**config.mk**
```make
export PLATFORM = sky130hd
export DESIGN_NAME = upe_abs_arb
export DESIGN_NICKNAME = d
export VERILOG_FILES = /design/src/rtl/upe_abs_arb.sv
export SDC_FILE = /design/constraint.sdc
export NUM_CORES = 1
export LEC_CHECK = 0
export BUFFER_PORTS_ARGS = -buffer_cell sky130_fd_sc_hd__buf_2
export CORE_UTILIZATION = 51
export DETAILED_ROUTE_END_ITERATION = 12
export PLACE_DENSITY = 0.9
export SYNTH_ARGS = -nofsm -noshare
export SYNTH_HDL_FRONTEND = slang
export SYNTH_SLANG_ARGS = --single-unit
```
**constraint.sdc**
```tcl
create_clock -name clk -period 11.48 [get_ports clk]
set_clock_uncertainty 0.15 [all_clocks]
set_input_delay 0 -clock clk [delete_from_list [all_inputs] [get_ports clk]]
set_output_delay 0 -clock clk [all_outputs]
set_load 0.02 [all_outputs]
```
**src/rtl/upe_abs_arb.sv**
```systemverilog
// Purpose : round-robin arbiter sharing one combinational abs unit between NREQ operand sources.
// Latency : one cycle; a result is visible on res_* the cycle after its operand is accepted.
// Backpr. : single-entry result register; req_ready drops to zero while FULL and res_ready is low.
//
// Ports:
//   clk, rst_n            clock, asynchronous active-low reset
//   req_valid/req_ready   per-requester handshake; req_data holds requester i at [i*WIDTH +: WIDTH]
//   abs_in/abs_out        operand to / result from the shared abs unit
//   res_valid/res_ready   result handshake; res_data, res_id, res_ovf carry the registered result
module upe_abs_arb #(
  parameter int NREQ  = 4,
  parameter int WIDTH = 32,
  parameter int IDW   = 2
) (
  input  logic                  clk,
  input  logic                  rst_n,
  input  logic [NREQ-1:0]       req_valid,
  input  logic [NREQ*WIDTH-1:0] req_data,
  output logic [NREQ-1:0]       req_ready,
  output logic [WIDTH-1:0]      abs_in,
  input  logic [WIDTH-1:0]      abs_out,
  output logic                  res_valid,
  output logic [WIDTH-1:0]      res_data,
  output logic [IDW-1:0]        res_id,
  output logic                  res_ovf,
  input  logic                  res_ready
);

  localparam logic [0:0]       ST_EMPTY = 1'b0;
  localparam logic [0:0]       ST_FULL  = 1'b1;
  localparam logic [WIDTH-1:0] MOST_NEG = {1'b1, {(WIDTH-1){1'b0}}};
  localparam logic [IDW-1:0]   LAST_RST = IDW'(NREQ-1);

  logic [0:0]       state;
  logic [IDW-1:0]   last;
  logic [WIDTH-1:0] hold_q;

  logic [NREQ-1:0]  grant;
  logic [IDW-1:0]   win_id;
  logic [IDW-1:0]   idx;
  logic             win_found;
  logic [WIDTH-1:0] win_data;
  logic             can_accept;
  logic             xfer;

  assign res_valid  = (state == ST_FULL);
  // A FULL register that is being drained this cycle can take a new result on the same edge.
  assign can_accept = (state == ST_EMPTY) | (res_valid & res_ready);

  // Search from last+1 upward; NREQ is a power of two, so IDW-bit wrap is the modulo.
  // k == NREQ wraps back to last itself, so a lone requester that just won can win again.
  always_comb begin
    grant     = '0;
    win_id    = '0;
    win_found = 1'b0;
    idx       = '0;
    for (int k = 1; k <= NREQ; k++) begin
      idx = last + k[IDW-1:0];
      if (!win_found && req_valid[idx]) begin
        win_found   = 1'b1;
        win_id      = idx;
        grant[idx]  = 1'b1;
      end
    end
  end

  // grant is one-hot, so an OR-mux selects the winner's operand.
  always_comb begin
    win_data = '0;
    for (int i = 0; i < NREQ; i++) begin
      if (grant[i]) win_data = win_data | req_data[i*WIDTH +: WIDTH];
    end
  end

  assign req_ready = grant & {NREQ{can_accept}};
  assign xfer      = win_found & can_accept;
  // Keep the abs unit input steady when nobody is requesting.
  assign abs_in    = win_found ? win_data : hold_q;

  always_ff @(posedge clk or negedge rst_n) begin
    if (!rst_n) begin
      state    <= ST_EMPTY;
      last     <= LAST_RST;
      hold_q   <= '0;
      res_data <= '0;
      res_id   <= '0;
      res_ovf  <= 1'b0;
    end else begin
      if (win_found) hold_q <= win_data;
      if (xfer) begin
        res_data <= abs_out;
        res_id   <= win_id;
        res_ovf  <= (win_data == MOST_NEG);
        last     <= win_id;
        state    <= ST_FULL;
      end else if ((state == ST_FULL) && res_ready) begin
        state    <= ST_EMPTY;
      end
    end
  end

endmodule
```
==> Word level (Yosys, flattened, before mapping) <==
Cells that the tools add are included.
{ "totals": {"regBits": 70, "out_inout_bits": 72, "wordCells": 76} }
{ "op_classes": {"add_sub_neg": 3, "n_lt_le_gt_ge": 8, "n_eq_ne": 1, "muxes": 35, "n_bitwise": 11, "n_reduce_logical": 12} }
{ "op_table": {"columns": ["op", "n"], "rows": [
  ["32-bit 2-to-1 mux", 5],
  ["32-bit bitwise OR", 3],
  ["32-bit equality test, second input constant", 1],
  ["4-bit 2-to-1 mux", 4],
  ["1-bit 2-to-1 mux", 14],
  ["2-bit by 3-bit less-than comparator with 1-bit output, second input constant", 4],
  ["4-bit bitwise OR", 3],
  ["1-bit binary-select mux with 2-bit select", 4],
  ["1-bit demux with 2-bit select", 4],
  ["2-bit by 1-bit >= comparator with 1-bit output, second input constant", 4],
  ["1-bit logical AND", 8],
  ["2-bit 2-to-1 mux", 4],
  ["2-bit adder, second input constant", 2],
  ["4-bit AND", 1],
  ["1-bit logical NOT", 3],
  ["2-bit by 1-bit adder with 2-bit output, second input constant", 1],
  ["1-bit AND", 2],
  ["2-bit nonzero test", 1],
  ["1-bit NOT", 1],
  ["1-bit bitwise OR", 1]
]} }

==> Longest topological paths before layout <==
{ "logic_depth": {"ltp_word": 21, "depth_mapped": 15, "ltp_nobuf": 10} }

==> Worst setup path after synthesis <==
OpenSTA, ideal clock, no wires.
{ "synth_path": {"kind": "register to register", "start": "register last[1]", "end": "register res_ovf", "setup_ns": 0.103, "t_arrival_ns": 3.769, "required_ns": 11.227, "path_slack_ns": 7.457, "stages_incl_launch_ff": 14, "path_buffers": 3, "synth_period_minus_slack_ns": 4.023, "cell_sequence": "dfstp_2 > buf_2 > inv_1 > ha_1 > clkbuf_1 > mux4_2 > a31o_1 > a221o_1 > buf_6 > a32oi_1 > o211ai_1 > a2111o_1 > or4_1 > o41ai_2"} }
{ "synth_via": {"elab_chain_cells": 21, "word_cells_on_any_way": 57, "cone_classes": "3 x add/sub; 8 x order compare; 1 x eq/ne; 28 x mux; 7 x bitwise; 10 x reduce/logical"} }
{ "synth_rtl": {"columns": ["element", "line", "source"], "rows": [
  ["from (decl)", "35", "logic [IDW-1:0] last;"],
  ["from (signal assigned)", "94", "last <= win_id;"],
  ["branches (longest 21 deep; another with 2-bit by 3-bit less-than comparator with 1-bit output)", null, null],
  ["to (signal assigned)", "93", "res_ovf <= (win_data == MOST_NEG);"],
  ["to (decl)", "25", "output logic res_ovf,"]
]} }
Parallel ways; which one is timed is not known. The select of a mux whose other input is x is not followed.
A chain may end at the register's enable or synchronous reset.

==> Final worst setup path <==
{ "layout_path": {"start": "register last[0]", "end": "register hold_q[17]"} }
{ "layout_via": {"elab_chain_cells": 21, "word_cells_on_any_way": 56, "cone_classes": "3 x add/sub; 8 x order compare; 29 x mux; 6 x bitwise; 10 x reduce/logical"} }
{ "layout_rtl": {"columns": ["element", "line", "source"], "rows": [
  ["branches (longest 20 deep; another with 2-bit by 3-bit less-than comparator with 1-bit output)", null, null],
  ["32-bit 2-to-1 mux (*)", null, null],
  ["to (signal assigned)", "89", "if (win_found) hold_q <= win_data;"],
  ["to (decl)", "36", "logic [WIDTH-1:0] hold_q;"]
]} }
Mark *: on every way between the ends. The select of a mux whose other input is x is not followed.

==> flow_results.xml <==
<?xml version="1.0" encoding="UTF-8"?>
<metrics>
  <group name="run_status">
    <metric name="run_status" unit="">finished, final reports clean</metric>
  </group>
  <group name="global_routing">
    <metric name="grt_util_all_layers" unit="%">45.81</metric>
    <metric name="global_routing_usage_on_met2" unit="%">73.21</metric>
    <metric name="grt_max_degree" unit="">71</metric>
    <metric name="global_route.peak_usage_layer" unit="">met2</metric>
    <metric name="groute.layer.met3.usage" unit="%">14.83</metric>
    <metric name="first_pass_grt_wire_length" unit="mm">35.15</metric>
    <metric name="grt_antenna_before_repair" unit="">0</metric>
    <metric name="global_route.overflow_total" unit="">0</metric>
    <metric name="grt.met1_usage" unit="%">55.25</metric>
    <metric name="grt_pass1_vias" unit="">6644</metric>
  </group>
  <group name="synthesis">
    <metric name="netlist_instances" unit="">591</metric>
    <metric name="synth_seq_area_share" unit="%">36.05</metric>
    <metric name="synth-edff-count" unit="">0</metric>
    <metric name="synth.net_count" unit="">764</metric>
    <metric name="ys_top_cells_by_area" unit="">dfrtp_1 35%, nand2_1 12%, a22oi_1 9.3%</metric>
    <metric name="synth.largest_area_cell" unit="">dfrtp_1</metric>
    <metric name="synth_seq_cells" unit="">70</metric>
    <metric name="synthesis.area_per_instance" unit="um^2">8.233</metric>
    <metric name="synth_top_area_share" unit="%">34.97</metric>
    <metric name="postSynth.asyncResetShare" unit="%">100.0</metric>
    <metric name="yosys_warnings" unit="">0</metric>
    <metric name="synth.lib_cells_used.distinct" unit="">56</metric>
    <metric name="postSynth.topFlopCell" unit="">dfrtp_1</metric>
    <metric name="mappedNetlistArea" unit="um^2">4866</metric>
  </group>
  <group name="sta">
    <metric name="rsz0062_at_grt" unit="">no</metric>
    <metric name="finalSetupViolations" unit="">0</metric>
    <metric name="setup_slack" unit="ns">6.441</metric>
    <metric name="finalHoldWorstSlack" unit="ns">0.01517</metric>
    <metric name="finalWorstPathRequiredPeriod" unit="ns">5.039</metric>
    <metric name="final_hold_viol_count" unit="">0</metric>
    <metric name="timing.setup.tns" unit="ns">0</metric>
    <metric name="maxSlewHeadroom" unit="%">14.66</metric>
    <metric name="finalMaxSlewViolations" unit="">0</metric>
    <metric name="final_min_period_over_clock_period" unit="%">43.89</metric>
    <metric name="fmax" unit="MHz">198.5</metric>
    <metric name="worst-slew-pin-transition" unit="ns">1.279</metric>
  </group>
  <group name="drt">
    <metric name="dr.first_iter.drc_count" unit="">824</metric>
    <metric name="viasPerCell" unit="">6.559</metric>
    <metric name="post-route-drc-count" unit="">0</metric>
    <metric name="antenna_violating_nets_left" unit="">0</metric>
    <metric name="routed_vias" unit="">6684</metric>
    <metric name="drt_pass_1_iters" unit="">10</metric>
    <metric name="routedWlPerCell" unit="um">22.27</metric>
    <metric name="route.final.wire_length" unit="mm">22.70</metric>
  </group>
  <group name="worst_setup_path">
    <metric name="crit_path_start_kind" unit="">flop</metric>
    <metric name="worstSetupPathType" unit="">flop to flop</metric>
    <metric name="endpoint_kind" unit="">flop</metric>
    <metric name="worstPathArrival" unit="ns">5.12</metric>
    <metric name="cp_data_required_time" unit="ns">11.56</metric>
    <metric name="worst-path-max-fanout" unit="">15</metric>
  </group>
  <group name="die">
    <metric name="start_util" unit="%">52.66</metric>
    <metric name="floorplan.die_area" unit="um^2">9936</metric>
    <metric name="core_region_area" unit="um^2">9240</metric>
    <metric name="floorplan.die.width" unit="um">99.68</metric>
    <metric name="chipHeight" unit="um">99.68</metric>
    <metric name="top_level_ports" unit="">239</metric>
    <metric name="rows" unit="">35</metric>
  </group>
  <group name="cts">
    <metric name="cts_root_buf" unit="">clkbuf_8</metric>
    <metric name="cts_sinks" unit="">70</metric>
    <metric name="worst_setup_hold_path_clk_slew" unit="ns">0.09</metric>
    <metric name="post_cts.repair.setup_buffers" unit="">0</metric>
    <metric name="clock_tree.htree_level_count" unit="">3</metric>
    <metric name="worstSkewPairLatency" unit="ns">0.35</metric>
    <metric name="cts_inserted_buffers" unit="">9</metric>
    <metric name="cts_tree" unit="">done</metric>
    <metric name="clockBufferDepth" unit="">2</metric>
  </group>
  <group name="run">
    <metric name="maxCapViolCount" unit="">0</metric>
  </group>
  <group name="layout">
    <metric name="layout.core_utilization" unit="%">77.74</metric>
    <metric name="syn2layout_area_growth" unit="%">47.62</metric>
    <metric name="finish.instance_area" unit="um^2">7183</metric>
    <metric name="diodes" unit="">0</metric>
    <metric name="layoutNonFillerInstCount" unit="">1019</metric>
    <metric name="finish.net_count" unit="">1058</metric>
    <metric name="drive_above_1_share" unit="%">30.56</metric>
  </group>
  <group name="placed_design">
    <metric name="place.gp.congestion" unit="">1.013</metric>
    <metric name="place_inst" unit="">911</metric>
    <metric name="place_ws" unit="ns">6.931</metric>
    <metric name="port_buffers" unit="">238</metric>
    <metric name="dp_hpwl" unit="mm">13.92</metric>
    <metric name="dpl-instance-area" unit="um^2">6033</metric>
  </group>
  <group name="power">
    <metric name="finalPower" unit="mW">2.233</metric>
    <metric name="irDropWorstVdd" unit="mV">0.2846</metric>
    <metric name="power.density_cell_area" unit="nW/um^2">310.8</metric>
    <metric name="p_leak" unit="nW">3.554</metric>
  </group>
  <group name="hold_path">
    <metric name="hold_path_class" unit="">input pin to flop</metric>
  </group>
</metrics>
==> cells by family after synthesis <==
| kind of cell | Yosys count | synth area share, % |
|---|---|---|
| compound gates | 180 | 29.39 |
| fa+ha+maj | 6 | 1.543 |
| simple gates | 268 | 25.87 |
| mux | 6 | 1.620 |
| buf+inv | 61 | 5.528 |
| flops | 70 | 36.05 |
==> worst paths after layout <==
| path | to | depth (start not counted) | start | slack [ns] |
|---|---|---|---|---|
| setup / recovery | hold_q[17] | 9 | last[0] | 6.44 |
| max in group asynchronous | res_ovf | 3 | rst_n | 10.34 |
| hold reg to reg | hold_q[19] | 2 | hold_q[19] | 0.32 |
| min in group asynchronous | hold_q[23] | 3 | rst_n | 0.27 |
| hold / removal | hold_q[9] | 4 | req_data[105] | 0.02 |
| setup reg to reg | hold_q[17] | 9 | last[0] | 6.44 |
==> layout make-up <==
cell class,instances,area [um^2]
clock buffers,9,123.9
repair buffers,336,2157
flip-flops and latches,70,1754
inverters,8,30.03
clock inverters,7,105.1
fillers,603,2057
multi-input cells,460,2851
well taps,129,161.4
==> power by group <==
part	internal (mW)	switching (mW)
clock	0.126	0.115
sequential	0.331	0.0405
combinational	0.616	1.00
total	1.07	1.16
==> state kept, by name, indices dropped and copies added (netlist names) <==
| signal | count |
|---|---|
| hold_q | 32 |
| last | 2 |
| res_data | 32 |
| res_id | 2 |
| res_ovf | 1 |
| res_valid | 1 |
==> synth_stat cells, types with 3 or more instances <==
library cell / number
nand3_1: 19
nor3_1: 4
a32oi_1: 28
a2111o_1: 8
buf_2: 8
and4b_1: 3
o22ai_1: 4
o21ai_0: 4
and2_1: 21
a32o_1: 4
a21oi_1: 17
nand4_1: 8
ha_1: 6
buf_6: 4
a222oi_1: 11
or2b_1: 3
nand2b_1: 6
a21o_1: 18
nor4_1: 3
nand2_1: 161
clkbuf_1: 34
and3_1: 13
buf_1: 7
nor2_1: 11
inv_1: 8
dfrtp_1: 68
a221oi_1: 4
a22oi_1: 60
o211ai_1: 5
a22o_1: 4
==> repair_timing <==
item | in CTS | in global routing
resized for setup | 0 | 0
hold endpoints to repair | 132 | 0
endpoints found under the setup margin | 0 | 0
hold buffers | 92 | 0
==> routing by layer <==
layer  up-vias  share of wire, %
li1       2801                 -
met1      3064                34
met2       650                45
met3       167                14
met4         2               6.2
met5         -              0.13
==> critical path, stage by stage (launching register included) <==
cell           delay (ns)
dfstp_2              0.73
inv_1                0.21
ha_1                 0.47
mux4_2               0.45
a2111o_1             0.65
and2_1               0.45
a222oi_1             0.45
dlygate4sd3_1        0.61
nand3b_1             0.14
dlygate4sd3_1        0.61
==> cell usage in the layout (no fill, tap or decap), types with 3 or more instances in the layout <==
master,Yosys,routed
a222oi_1,11,11
or2b_1,3,3
dfrtp_1,68,68
o211ai_1,5,5
a21oi_1,17,17
a32oi_1,28,28
a22oi_1,60,60
a32o_1,4,4
o22ai_1,4,4
nand3_1,19,19
o21ai_0,4,4
and2_1,21,21
a21o_1,18,18
clkbuf_8,0,9
and4b_1,3,3
buf_2,8,238
buf_4,0,6
nand2_1,161,161
and3_1,13,13
a22o_1,4,4
nor2_1,11,10
nand4_1,8,8
ha_1,6,6
nor3_1,4,4
dlygate4sd3_1,0,92
inv_1,8,8
nand2b_1,6,6
a221oi_1,4,4
a2111o_1,8,8
Power figures use the tool's default switching activity.
